`config.mk`:
```
export PLATFORM = sky130hd
export DESIGN_NAME = irq_sched
export DESIGN_NICKNAME = d
export VERILOG_FILES = /design/src/rtl/irq_sched.sv
export SDC_FILE = /design/constraint.sdc
export NUM_CORES = 1
export LEC_CHECK = 0
export ABC_AREA = 1
export BUFFER_PORTS_ARGS = -buffer_cell sky130_fd_sc_hd__buf_2
export CAP_MARGIN = 30
export CORE_ASPECT_RATIO = 0.7
export CORE_UTILIZATION = 25
export DETAILED_ROUTE_END_ITERATION = 8
export PLACE_DENSITY = 0.42
export SLEW_MARGIN = 20
export SYNTH_ARGS = -nofsm -noshare
export SYNTH_HDL_FRONTEND = slang
export SYNTH_SLANG_ARGS = --single-unit
```
`constraint.sdc`:
```
create_clock -name clk -period 4.5 [get_ports clk]
set_input_delay 1.35 -clock clk [delete_from_list [all_inputs] [get_ports clk]]
set_output_delay 1.35 -clock clk [all_outputs]
set_load 0.03 [all_outputs]
```
`src/rtl/irq_sched.sv`:
```
// Round-robin scheduler folding several one-cycle interrupt sources onto one SoC line.
// Optional build macro IRQ_SCHED_LEVEL_EN: level output, grant on software clear.
module irq_sched #(
  parameter logic [4:0]  BASE_ADDR = 5'h0,
  parameter int unsigned NUM_SRC   = 4,
  parameter int unsigned PULSE_LEN = 16,
  parameter int unsigned HOLDOFF   = 8
) (
  input  logic               clk,
  input  logic               rst,
  input  logic [4:0]         csr_a,
  input  logic [7:0]         csr_di,
  input  logic               csr_we,
  output logic [7:0]         csr_do,
  input  logic [NUM_SRC-1:0] irq_in,
  output logic               irq_out,
  output logic               busy
);

  localparam int unsigned IW = (NUM_SRC > 1) ? $clog2(NUM_SRC) : 1;

  logic [NUM_SRC-1:0] en;
  logic [NUM_SRC-1:0] pend;
  logic [NUM_SRC-1:0] ovr;
  logic [2:0]         stat_src;
  logic [NUM_SRC-1:0] grant_mask;

  // CSR decode: block occupies BASE_ADDR+0..+3
  logic [4:0]         offset;
  logic               hit;
  logic [NUM_SRC-1:0] wmask;
  logic               en_we;
  logic [NUM_SRC-1:0] pend_w1c;
  logic [NUM_SRC-1:0] ovr_w1c;
  logic               unused_di;

  assign offset    = csr_a - BASE_ADDR;
  assign hit       = (offset[4:2] == 3'b000);
  assign wmask     = csr_di[NUM_SRC-1:0];
  assign unused_di = ^csr_di;
  assign en_we     = csr_we && hit && (offset[1:0] == 2'd0);
  assign pend_w1c  = (csr_we && hit && (offset[1:0] == 2'd1)) ? wmask : '0;
  assign ovr_w1c   = (csr_we && hit && (offset[1:0] == 2'd3)) ? wmask : '0;

  always_comb begin
    csr_do = 8'h00;
    if (hit) begin
      case (offset[1:0])
        2'd0:    csr_do = 8'(en);
        2'd1:    csr_do = 8'(pend);
        2'd2:    csr_do = {busy, 4'b0000, stat_src};
        default: csr_do = 8'(ovr);
      endcase
    end
  end

  // Event latch; a new event always wins over any clear in the same cycle
  always_ff @(posedge clk) begin
    if (rst) begin
      en   <= '0;
      pend <= '0;
      ovr  <= '0;
    end else begin
      if (en_we) en <= wmask;
      pend <= (pend & ~pend_w1c & ~grant_mask) | irq_in;
      ovr  <= (ovr & ~ovr_w1c) | (irq_in & pend);
    end
  end

`ifdef IRQ_SCHED_LEVEL_EN

  logic [NUM_SRC-1:0] remain;
  logic [2:0]         low_idx;

  assign remain     = pend & ~pend_w1c & en;
  assign grant_mask = '0;

  // Lowest-index enabled source left pending after a software clear
  always_comb begin
    low_idx = 3'd0;
    for (int i = NUM_SRC - 1; i >= 0; i--) begin
      if (remain[i]) low_idx = 3'(i);
    end
  end

  always_ff @(posedge clk) begin
    if (rst) begin
      stat_src <= 3'd0;
      irq_out  <= 1'b0;
      busy     <= 1'b0;
    end else begin
      irq_out <= |(pend & en);
      busy    <= 1'b0;
      if ((|pend_w1c) && (|remain)) stat_src <= low_idx;
    end
  end

`else

  typedef enum logic [1:0] {S_IDLE, S_PULSE, S_HOLDOFF} state_t;

  localparam logic [7:0] PULSE_LOAD = 8'(PULSE_LEN - 1);
  localparam logic [7:0] HOLD_LOAD  = 8'(HOLDOFF - 1);
  localparam bit         HAS_HOLD   = (HOLDOFF != 0);

  state_t             state;
  logic [7:0]         cnt;
  logic [2:0]         rr;
  logic [2:0]         rr_next;
  logic [NUM_SRC-1:0] req;
  logic               found;
  logic [IW-1:0]      winner;
  logic [3:0]         pos;

  assign req     = pend & en;
  assign rr_next = (stat_src == 3'(NUM_SRC - 1)) ? 3'd0 : stat_src + 3'd1;

  // First requesting source at or after rr, wrapping mod NUM_SRC
  always_comb begin
    found  = 1'b0;
    winner = '0;
    pos    = 4'd0;
    for (int unsigned k = 0; k < NUM_SRC; k++) begin
      pos = 4'(rr) + 4'(k);
      if (pos >= 4'(NUM_SRC)) pos = pos - 4'(NUM_SRC);
      if (!found && req[pos[IW-1:0]]) begin
        found  = 1'b1;
        winner = pos[IW-1:0];
      end
    end
  end

  assign grant_mask = (state == S_IDLE && found)
                      ? ({{(NUM_SRC-1){1'b0}}, 1'b1} << winner) : '0;

  always_ff @(posedge clk) begin
    if (rst) begin
      state    <= S_IDLE;
      stat_src <= 3'd0;
      irq_out  <= 1'b0;
      busy     <= 1'b0;
      cnt      <= 8'd0;
      rr       <= 3'd0;
    end else begin
      case (state)
        S_IDLE: begin
          if (found) begin
            stat_src <= 3'(winner);
            irq_out  <= 1'b1;
            busy     <= 1'b1;
            cnt      <= PULSE_LOAD;
            state    <= S_PULSE;
          end
        end
        S_PULSE: begin
          if (cnt == 8'd0) begin
            irq_out <= 1'b0;
            rr      <= rr_next;
            if (HAS_HOLD) begin
              cnt   <= HOLD_LOAD;
              state <= S_HOLDOFF;
            end else begin
              busy  <= 1'b0;
              state <= S_IDLE;
            end
          end else begin
            cnt <= cnt - 8'd1;
          end
        end
        S_HOLDOFF: begin
          if (cnt == 8'd0) begin
            busy  <= 1'b0;
            state <= S_IDLE;
          end else begin
            cnt <= cnt - 8'd1;
          end
        end
        default: state <= S_IDLE;
      endcase
    end
  end

`endif

endmodule
```
## Word level (Yosys, flattened, before mapping)

Cells that the tools add are included.

| word-level totals | value |
|---|---|
| flip-flop bits (word level) | 29 |
| memory bits (writable) | 0 |
| bits in latches | 0 |
| memories | 0 |
| output and inout bits | 10 |
| bits of input ports | 20 |
| bits in read-only memories | 0 |

| operators by class | value |
|---|---|
| multipliers | 0 |
| div/mod/pow operators | 0 |
| $lt $le $gt $ge | 8 |
| eq/ne operators | 10 |
| bitwise gates (word level) | 10 |
| shifts and indexed selects | 1 |
| muxes and demuxes | 38 |
| add/sub/neg operators | 9 |
| reductions and logical operators | 24 |

Operator list:

| operator | count |
|---|---|
| one-hot mux 8 bit (3 select lines) | 2 |
| two-way mux 8 bit | 4 |
| two-way mux 2 bit | 11 |
| bitwise AND 4 bit | 5 |
| greater-or-equal comparator 4 x 3 -> 1 bit (second input constant) | 3 |
| < comparator 2 x 3 -> 1 bit (second input constant) | 4 |
| two-way mux 4 bit | 3 |
| inverter 4 bit | 3 |
| AND reduction 3 bit | 4 |
| two-way mux 1 bit | 10 |
| adder 3 x 2 -> 4 bit (second input constant) | 2 |
| binary-select mux 1 bit (select 2 bit) | 4 |
| equality test 2 bit (second input constant) | 4 |
| logical AND 1 bit | 8 |
| zero test 8 bit | 1 |
| inequality test 2 bit (second input constant) | 4 |
| bitwise OR 4 bit | 2 |
| subtractor 2 x 1 -> 2 bit (second input constant) | 4 |
| subtractor 8 x 1 -> 8 bit (second input constant) | 1 |
| one-hot mux 2 bit (3 select lines) | 1 |
| adder 3 x 1 -> 4 bit (second input constant) | 1 |
| equality test 2 x 1 -> 1 bit (second input constant) | 2 |
| zero test 2 bit | 2 |
| one-hot mux 1 bit (2 select lines) | 2 |
| 9 further kinds | 13 |

## Depth between registers and ports, before layout

Gate-level depths: netlist (run 1).

| logic depth | value |
|---|---|
| word-level depth | 19 |
| mapped depth | 15 |
| depth with buffers taken out | 14 |

## Least setup slack after synthesis (run 1)

OpenSTA, ideal clock, no wires.

| timing | value |
|---|---|
| kind | in2out |
| from | input port csr_a[3] |
| to | output port csr_do[7] |
| arrival | 2.152 ns |
| stages | 3 |
| data required time | 3.150 ns |
| path slack | 0.998 ns |
| cells stage by stage | nor3_2 nand2_1 nor2_1 |

| between the ends | value |
|---|---|
| cells in the longest elaborated chain, start to end | 2 |

RTL lines:

| item | RTL line | source |
|---|---|---|
| start: declaration | 11 | `input logic [4:0] csr_a,` |
| zero test 3 bit | 38 | `assign hit = (offset[4:2] == 3'b000);` |
| two-way mux 8 bit | 47 | `if (hit) begin` |
| end: declaration | 14 | `output logic [7:0] csr_do,` |

Every way passes these cells.

## Final worst setup path (run 1)

| timing | value |
|---|---|
| from | input port csr_a[0] |
| to | output port csr_do[1] |

| between the ends | value |
|---|---|
| cells in the longest elaborated chain, start to end | 3 |
| elaborated cells between the ends (all ways) | 5 |

RTL lines:

| item | RTL line | source |
|---|---|---|
| equality test 2 bit, or another cell as far along | 48 | `case (offset[1:0])` |
| one-hot mux 8 bit (3 select lines) * | 48 |  |
| two-way mux 8 bit * | 47 |  |

Every way passes the cells marked *; elsewhere a longest branch is shown, timed or not.

==> impl_metrics.sql, run 1 <==
INSERT INTO impl_metrics (metric_group, metric, value, unit) VALUES
('critical_path', 'critPathRequiredTime', '3.15', 'ns'),
('critical_path', 'worst_r2r_startpoint', 'rr[0]', ''),
('global_route', 'vias_in_the_first_global_route', '1646', ''),
('global_route', 'global_route_wire_length_before_repair', '8430', 'um'),
('synth', 'asyncSetResetFlopFracSynth', '0', ''),
('place', 'number_of_buffers_added_on_ports', '22', ''),
('timing', 'final-max-slew-violation-count', '0', ''),
('floorplanning', 'initial_core_util', '0.261', ''),
('global_route', 'use_met3', '0.0240', ''),
('global_route', 'busiest_layer', 'met1', ''),
('final_layout', 'areaGrowthSynthToFinish', '11.5', '%'),
('pwr', 'power.leakage', '0.978', 'nW'),
('synth', 'synth-seq-area-share', '0.291', ''),
('synth', 'synth_seq_cells', '28', ''),
('synth', 'synth.largest_area_cell', 'sky130_fd_sc_hd__dfxtp_1', ''),
('global_route', 'grt_start_max_net_pins', '18', ''),
('timing', 'setup_repair_after_global_routing_missed_its_margin', 'false', ''),
('route', 'drt_drc_violations_left', '0', ''),
('timing', 'timing.final.crit_share', '0.814', ''),
('clocking', 'cts.reportedPaths.clkPinSlew', '0.10', 'ns'),
('critical_path', 'launch_point_of_the_critical_path', 'csr_a[0]', ''),
('job', 'cap_viol_max_count', '0', ''),
('synth', 'fraction_of_post_synthesis_cell_area_in_the_top_cell_type_by_area', '0.291', ''),
('route', 'routed_wire_length_per_instance', '12.0', 'um'),
('critical_path', 'worst_setup_path_end_kind', 'primary output', ''),
('critical_path', 'crit_top_cell', 'sky130_fd_sc_hd__inv_1', ''),
('timing', 'setup_viol_count_final', '0', ''),
('place', 'place.gp.congestion', '0.800', ''),
('synth', 'yosys-top-cells-area', 'sky130_fd_sc_hd__dfxtp_1 (29%), sky130_fd_sc_hd__nand2_1 (17%), sky130_fd_sc_hd__a21oi_1 (7.8%)', ''),
('place', 'detailed_place.area', '2100', 'um2'),
('synth', 'post_synth_num_cell_types', '30', ''),
('floorplanning', 'die_y', '75.4', 'um'),
('floorplanning', 'die-area', '8060', 'um2'),
('timing', 'period_needed', '3.66', 'ns'),
('clocking', 'tritoncts_num_sinks', '28', ''),
('global_route', 'grt_overflow', '0', ''),
('critical_path', 'critical_path.cell_chain', 'buf_2 -> inv_1 -> nor2_1 -> inv_1 -> o211ai_1 -> o211ai_1 -> inv_1 -> buf_2', ''),
('pwr', 'power_per_cell_area', '510', 'nW/um2'),
('floorplanning', 'placementRows', '26', ''),
('critical_path', 'critical_path_maximum_fanout', '5', ''),
('route', 'drt_first_pass_iters', '5', ''),
('status', 'status', 'complete, no violations', ''),
('floorplanning', 'die_width', '107', 'um'),
('clocking', 'cts_made_buffers', '3', ''),
('synth', 'syn_area', '1920', 'um2'),
('final_layout', 'antennaDiodeCount', '0', ''),
('synth', 'leading_post_synthesis_cells_by_instance_count', 'sky130_fd_sc_hd__nand2_1 (86), sky130_fd_sc_hd__inv_1 (33), sky130_fd_sc_hd__a21oi_1 (30)', ''),
('critical_path', 'timing.setup.critical_path_class', 'in -> out', ''),
('timing', 'fin_tns_setup', '0', 'ns'),
('clocking', 'clockRootBuffer', 'sky130_fd_sc_hd__clkbuf_8', ''),
('final_layout', 'nNetsFinal', '348', ''),
('route', 'via_per_inst', '4.35', ''),
('route', 'postRouteAntennaNets', '0', ''),
('timing', 'clock.fmax', '273', 'MHz'),
('worst_hold_path', 'timing.hold.worst.class', 'reg -> reg', ''),
('synth', 'library_cell_with_the_highest_instance_count_after_synthesis', 'sky130_fd_sc_hd__nand2_1', ''),
('critical_path', 'startpoint_types', 'primary input', ''),
('clocking', 'cts-resized-gates', '0', ''),
('clocking', 'tritoncts', 'built', ''),
('clocking', 'clk-insertion-delay-late', '0.27', 'ns'),
('final_layout', 'area_of_all_placed_cells_without_fillers', '2150', 'um2'),
('synth', 'synth-main-ff-cell', 'sky130_fd_sc_hd__dfxtp_1', ''),
('synth', 'yosysWarnings', '0', ''),
('timing', 'setup_clock_skew_after_layout', '0.00254', 'ns'),
('synth', 'count_of_flip_flops_with_a_built_in_enable_after_synthesis', '0', ''),
('synth', 'post_synth_inst_count', '301', ''),
('critical_path', 'cp_data_arrival_time', '2.31', 'ns'),
('synth', 'synth.avg_cell_area', '6.39', 'um2'),
('route', 'initial_drc_count', '98', ''),
('clocking', 'cts_setup_buffers', '0', ''),
('clocking', 'cts-htree-levels', '1', '');
[sequential cells by signal, summed over array words and instances (netlist names)]
signal and flops:
ovr 4, busy 1, rr 2, cnt 8
pend 4, en 4, irq_out 1, stat_src 2
state 2
[path summary, 6_finish.rpt]
kind | to | slack [ns] | depth (start not counted)
worst max-delay path | csr_do[1] | 0.84 | 8
worst min-delay path | ovr[1] | 0.49 | 2
worst max register to register | cnt[7] | 2.65 | 13
worst min register to register | ovr[1] | 0.49 | 2
[report_power, final]
part           total [mW]  internal [mW]  switching, mW
combinational       0.618          0.194          0.424
sequential          0.336          0.293         0.0437
clock               0.141         0.0602         0.0806
[kinds of logic (layout without fill, tap and decap cells)]
family | after synthesis | count (layout) | synth area share
compound gates | 60 | 60 | 0.170
simple gates | 154 | 154 | 0.368
xor+xnor | 3 | 3 | 0.0137
other cells | 1 | 3 | 0.00195
flops | 28 | 28 | 0.291
buf+inv | 48 | 64 | 0.110
fa+ha+maj | 7 | 7 | 0.0455
[layout make-up]
cell class                      instances  area (um2)
Clock buffer                            3        41.3
Fill cell                             845        5240
Inverter                               39         151
Multi-Input combinational cell        227        1160
Sequential cell                        28         561
Tap cell                               98         123
Timing Repair Buffer                   22         110
[routing by layer]
| metal | part of all wire | wire length (um) | vias to the layer above |
|---|---|---|---|
| li1 | - | - | 998 |
| met2 | 0.37 | 1840 | 33 |
| met1 | 0.59 | 2950 | 780 |
| met5 | 0 | 0 | - |
| met4 | 0.0044 | 22 | 0 |
| met3 | 0.039 | 197 | 2 |
[placed cells by master (no fill, tap or decap)]
| master | synthesis | routed |
|---|---|---|
| sky130_fd_sc_hd__o211ai_1 | 5 | 5 |
| sky130_fd_sc_hd__nand3_4 | 1 | 1 |
| sky130_fd_sc_hd__buf_2 | 0 | 22 |
| sky130_fd_sc_hd__clkbuf_8 | 0 | 3 |
| sky130_fd_sc_hd__nand3_1 | 20 | 20 |
| sky130_fd_sc_hd__nand2_2 | 6 | 6 |
| sky130_fd_sc_hd__inv_2 | 5 | 5 |
| sky130_fd_sc_hd__a21oi_2 | 3 | 3 |
| sky130_fd_sc_hd__or2_1 | 1 | 1 |
| sky130_fd_sc_hd__xor2_1 | 1 | 1 |
| sky130_fd_sc_hd__nand2_4 | 3 | 3 |
| sky130_fd_sc_hd__inv_6 | 1 | 1 |
| sky130_fd_sc_hd__nor2_1 | 23 | 23 |
| sky130_fd_sc_hd__ha_1 | 7 | 7 |
| sky130_fd_sc_hd__nand2_1 | 86 | 86 |
| sky130_fd_sc_hd__nor2_4 | 1 | 1 |
| sky130_fd_sc_hd__o21ai_1 | 5 | 5 |
| sky130_fd_sc_hd__a21oi_1 | 30 | 30 |
| sky130_fd_sc_hd__o21ai_0 | 16 | 16 |
| sky130_fd_sc_hd__o21bai_1 | 1 | 1 |
| sky130_fd_sc_hd__nor2_2 | 2 | 2 |
| sky130_fd_sc_hd__inv_1 | 33 | 33 |
| sky130_fd_sc_hd__xnor2_1 | 2 | 2 |
| sky130_fd_sc_hd__nor3_1 | 3 | 3 |
| sky130_fd_sc_hd__nand3_2 | 2 | 2 |
| sky130_fd_sc_hd__nand4_1 | 4 | 4 |
| sky130_fd_sc_hd__nor3_2 | 2 | 2 |
| sky130_fd_sc_hd__conb_1 | 1 | 3 |
| sky130_fd_sc_hd__dfxtp_1 | 28 | 28 |
[critical path: cells and delay by family]
family	cells	cell delay (ns)
buffers and inverters	5	0.55
AO/OA/AOI/OAI	2	0.29
AND/OR/NAND/NOR	1	0.12
[metrics by stage]
step / hold slack [ns] / instances / utilization
after floorplan: 0.450 / 303 / -
after global placement: 0.456 / 414 / 0.285
after detailed placement: 0.469 / 414 / 0.285
after CTS: 0.483 / 417 / 0.291
after global routing: 0.513 / 417 / 0.291
final: 0.486 / 417 / 0.291
Power figures use the tool's default switching activity.
==> run 2, diff against run 1 <==
--- a/config.mk
+++ b/config.mk
@@ -5,13 +5,13 @@
 export SDC_FILE = /design/constraint.sdc
 export NUM_CORES = 1
 export LEC_CHECK = 0
-export ABC_AREA = 1
+export ABC_AREA = 0
 export BUFFER_PORTS_ARGS = -buffer_cell sky130_fd_sc_hd__buf_2
 export CAP_MARGIN = 30
 export CORE_ASPECT_RATIO = 0.7
 export CORE_UTILIZATION = 25
 export DETAILED_ROUTE_END_ITERATION = 8
-export PLACE_DENSITY = 0.42
+export PLACE_DENSITY = 0.43
 export SLEW_MARGIN = 20
 export SYNTH_ARGS = -nofsm -noshare
 export SYNTH_HDL_FRONTEND = slang
==> constraint.sdc (replaced) <==
create_clock -name clk -period 3.36 [get_ports clk]
set_input_delay 1.008 -clock clk [delete_from_list [all_inputs] [get_ports clk]]
set_output_delay 1.008 -clock clk [all_outputs]
set_load 0.03 [all_outputs]
==> impl_metrics.sql, run 2 <==
INSERT INTO impl_metrics (metric_group, metric, value, unit) VALUES
('critical_path', 'startpoint_types', 'primary input', ''),
('final_layout', 'largest_register_ffs', '8', ''),
('pwr', 'power.leakage', '0.793', 'nW'),
('timing', 'worst_slack', '0.281', 'ns'),
('floorplanning', 'initial_core_util', '0.266', ''),
('timing', 'setup_viol_count_final', '0', ''),
('clocking', 'clk-insertion-delay-late', '0.29', 'ns'),
('synth', 'synth_xor_xnor_area_share', '0.00471', ''),
('place', 'number_of_buffers_added_on_ports', '22', ''),
('floorplanning', 'die-area', '7790', 'um2'),
('pwr', 'power_per_cell_area', '358', 'nW/um2'),
('floorplanning', 'floorplan.core_area', '6980', 'um2'),
('clocking', 'cts-htree-levels', '1', ''),
('synth', 'synth_seq_cells', '28', ''),
('synth', 'synth-seq-area-share', '0.302', ''),
('place', 'hpwl_after_detailed_placement', '3770', 'um'),
('global_route', 'track_usage', '0.133', ''),
('timing', 'setup_repair_after_global_routing_missed_its_margin', 'false', ''),
('final_layout', 'antennaDiodeCount', '0', ''),
('final_layout', 'nNetsFinal', '276', ''),
('floorplanning', 'die_width', '105', 'um'),
('route', 'drt_drc_violations_left', '0', ''),
('clocking', 'cts-resized-gates', '0', ''),
('clocking', 'tritoncts', 'built', ''),
('place', 'place_ws', '0.283', 'ns'),
('critical_path', 'cp_data_arrival_time', '2.07', 'ns'),
('timing', 'timing.final.crit_share', '0.917', ''),
('final_layout', 'areaGrowthSynthToFinish', '11.2', '%'),
('global_route', 'vias_in_the_first_global_route', '1523', ''),
('synth', 'compound_gate_fraction_of_synth_area', '0.255', ''),
('synth', 'post_synth_num_cell_types', '52', ''),
('floorplanning', 'placementRows', '25', ''),
('synth', 'count_of_flip_flops_with_a_built_in_enable_after_synthesis', '0', ''),
('critical_path', 'cpMaxStageDelayCell', 'sky130_fd_sc_hd__mux4_2', ''),
('critical_path', 'critical_path_maximum_fanout', '10', ''),
('clocking', 'tritoncts_num_sinks', '28', ''),
('critical_path', 'timing.setup.critical_path_class', 'in -> out', ''),
('floorplanning', 'die_y', '74.1', 'um'),
('route', 'routed_wire_length_per_instance', '14.6', 'um'),
('synth', 'proportion_of_synthesized_area_in_mux_cells', '0.0471', ''),
('synth', 'post_synthesis_share_of_cell_area_spent_on_and_or_nand_and_nor_gates', '0.255', ''),
('timing', 'period_needed', '3.08', 'ns'),
('global_route', 'met2_usage', '0.171', ''),
('global_route', 'use_met3', '0.0333', ''),
('place', 'place.gp.congestion', '0.812', ''),
('synth', 'yosys-top-cells-area', 'sky130_fd_sc_hd__dfxtp_1 (30%), sky130_fd_sc_hd__a21oi_1 (7.5%), sky130_fd_sc_hd__nand2_1 (5.7%)', ''),
('clocking', 'clockRootBuffer', 'sky130_fd_sc_hd__clkbuf_8', ''),
('synth', 'syn_area', '1860', 'um2'),
('route', 'detail_route.wirelength', '5010', 'um'),
('final_layout', 'drive_gt1_frac', '0.153', ''),
('synth', 'asyncSetResetFlopFracSynth', '0', ''),
('critical_path', 'worst_setup_path_end_kind', 'primary output', ''),
('critical_path', 'critPathRequiredTime', '2.35', 'ns'),
('clocking', 'cts_max_path_buffers', '2', ''),
('synth', 'synth_fa_ha_area_frac', '0.0471', ''),
('synth', 'synth.avg_cell_area', '7.77', 'um2'),
('route', 'drt_first_pass_iters', '5', ''),
('clocking', 'cts_setup_buffers', '0', ''),
('route', 'postRouteAntennaNets', '0', ''),
('global_route', 'busiest_layer', 'met1', ''),
('pwr', 'fin_total_pwr', '739', 'uW'),
('final_layout', 'stdcell_count', '342', ''),
('job', 'cap_viol_max_count', '0', ''),
('route', 'routed-via-count', '1758', ''),
('synth', 'leading_post_synthesis_cells_by_instance_count', 'sky130_fd_sc_hd__a21oi_1 (28), sky130_fd_sc_hd__dfxtp_1 (28), sky130_fd_sc_hd__nand2_1 (28)', ''),
('critical_path', 'critPathMaxStageDelay', '0.54', 'ns'),
('timing', 'worst-slew-pin-transition', '0.912', 'ns'),
('critical_path', 'critical_path.cell_chain', 'buf_2 -> mux4_2 -> nor2b_1 -> buf_2', ''),
('synth', 'post_synth_inst_count', '239', ''),
('global_route', 'grt_overflow', '0', ''),
('place', 'numPlacedInstances', '338', ''),
('status', 'status', 'complete, no violations', ''),
('synth', 'main_combinational_cell_family_by_area_after_synthesis', 'compound AO/OA/AOI/OAI gates', ''),
('global_route', 'grt_start_max_net_pins', '31', ''),
('global_route', 'met1_usage', '0.215', ''),
('final_layout', 'registers.top_by_ff_count', 'cnt', ''),
('timing', 'fin_tns_setup', '0', 'ns'),
('final_layout', 'mostFrequentLayoutCells', 'sky130_fd_sc_hd__nand2_1 (28), sky130_fd_sc_hd__a21oi_1 (28), sky130_fd_sc_hd__dfxtp_1 (28)', ''),
('route', 'initial_drc_count', '191', ''),
('synth', 'synth.largest_area_cell', 'sky130_fd_sc_hd__dfxtp_1', ''),
('timing', 'final-max-slew-violation-count', '0', ''),
('global_route', 'antenna_found_initial', '0', ''),
('synth', 'fraction_of_post_synthesis_cell_area_in_the_top_cell_type_by_area', '0.302', ''),
('timing', 'finalHoldViolCount', '0', ''),
('synth', 'synth-main-ff-cell', 'sky130_fd_sc_hd__dfxtp_1', ''),
('clocking', 'cts.reportedPaths.clkPinSlew', '0.11', 'ns'),
('timing', 'clock.fmax', '325', 'MHz'),
('clocking', 'post_cts_hold_buffer_count', '0', ''),
('timing', 'timing.max_slew.rel_slack', '0.388', ''),
('critical_path', 'crit_top_cell', 'sky130_fd_sc_hd__buf_2', ''),
('worst_hold_path', 'timing.hold.worst.class', 'reg -> reg', ''),
('pwr', 'vdd_ir_drop_max', '0.152', 'mV'),
('clocking', 'cts_made_buffers', '3', ''),
('synth', 'yosysWarnings', '0', ''),
('timing', 'setup_clock_skew_after_layout', '0.00457', 'ns'),
('global_route', 'global_route_wire_length_before_repair', '8140', 'um'),
('floorplanning', 'top_level_ports', '30', ''),
('route', 'via_per_inst', '5.14', '');
==> run 2: cell types whose count changed after synthesis, moves of 6 or more <==
cell,before,now
sky130_fd_sc_hd__nand3_1,20,7
sky130_fd_sc_hd__inv_1,33,13
sky130_fd_sc_hd__o21ai_0,16,8
sky130_fd_sc_hd__clkbuf_1,4,10
sky130_fd_sc_hd__nand2_2,6,0
sky130_fd_sc_hd__nand2_1,86,28
==> run 2: worst paths after layout <==
kind	slack, ns	endpoint	cells after the start	startpoint
max	0.28	csr_do[0]	4	csr_a[0]
min	0.49	ovr[3]	2	ovr[3]
max reg2reg	0.99	cnt[6]	6	state[1]
min reg2reg	0.49	ovr[3]	2	ovr[3]
==> run 2: cell families after synthesis <==
kind of cell,count (synthesis)
AOI/OAI and AO/OA,70
xor gates and xnor gates,1
adders and majority gates,7
buffers and inverters,34
DFF,28
muxes,5
other,1
and+or+nand+nor,93
==> run 2: layer usage <==
metal	vias to the layer above	wire, um	share of wire
met5	-	0	0
met4	0	0	0
met3	0	291	0.058
met2	49	1970	0.39
met1	833	2740	0.55
li1	876	-	-
==> run 2: area by class of cell <==
class	instances	area, um2
clock inverter	1	30.0
multi-input combinational	179	1140
sequential	28	561
fill	764	4910
timing repair buffer	24	125
tap	94	118
inverter	13	48.8
clock buffer	3	41.3
==> run 2: stage by stage <==
stage	instance area, um2	util	hold slack, ns
after global routing	2070	0.296	0.523
after CTS	2070	0.296	0.495
final	2070	0.296	0.493
after global placement	2000	0.286	0.476
after detailed placement	2000	0.286	0.477
after floorplan	1870	-	0.450
==> run 2: where the power goes <==
group	total (mW)	internal [mW]	switching (mW)
Sequential	0.360	0.344	0.0163
Clock	0.283	0.160	0.123
Combinational	0.0954	0.0368	0.0586
==> run 2: critical path, delay by kind of cell <==
kind	cells	cell delay, ns
buffers and inverters	2	0.38
multiplexers	1	0.54
AND/OR/NAND/NOR	1	0.14
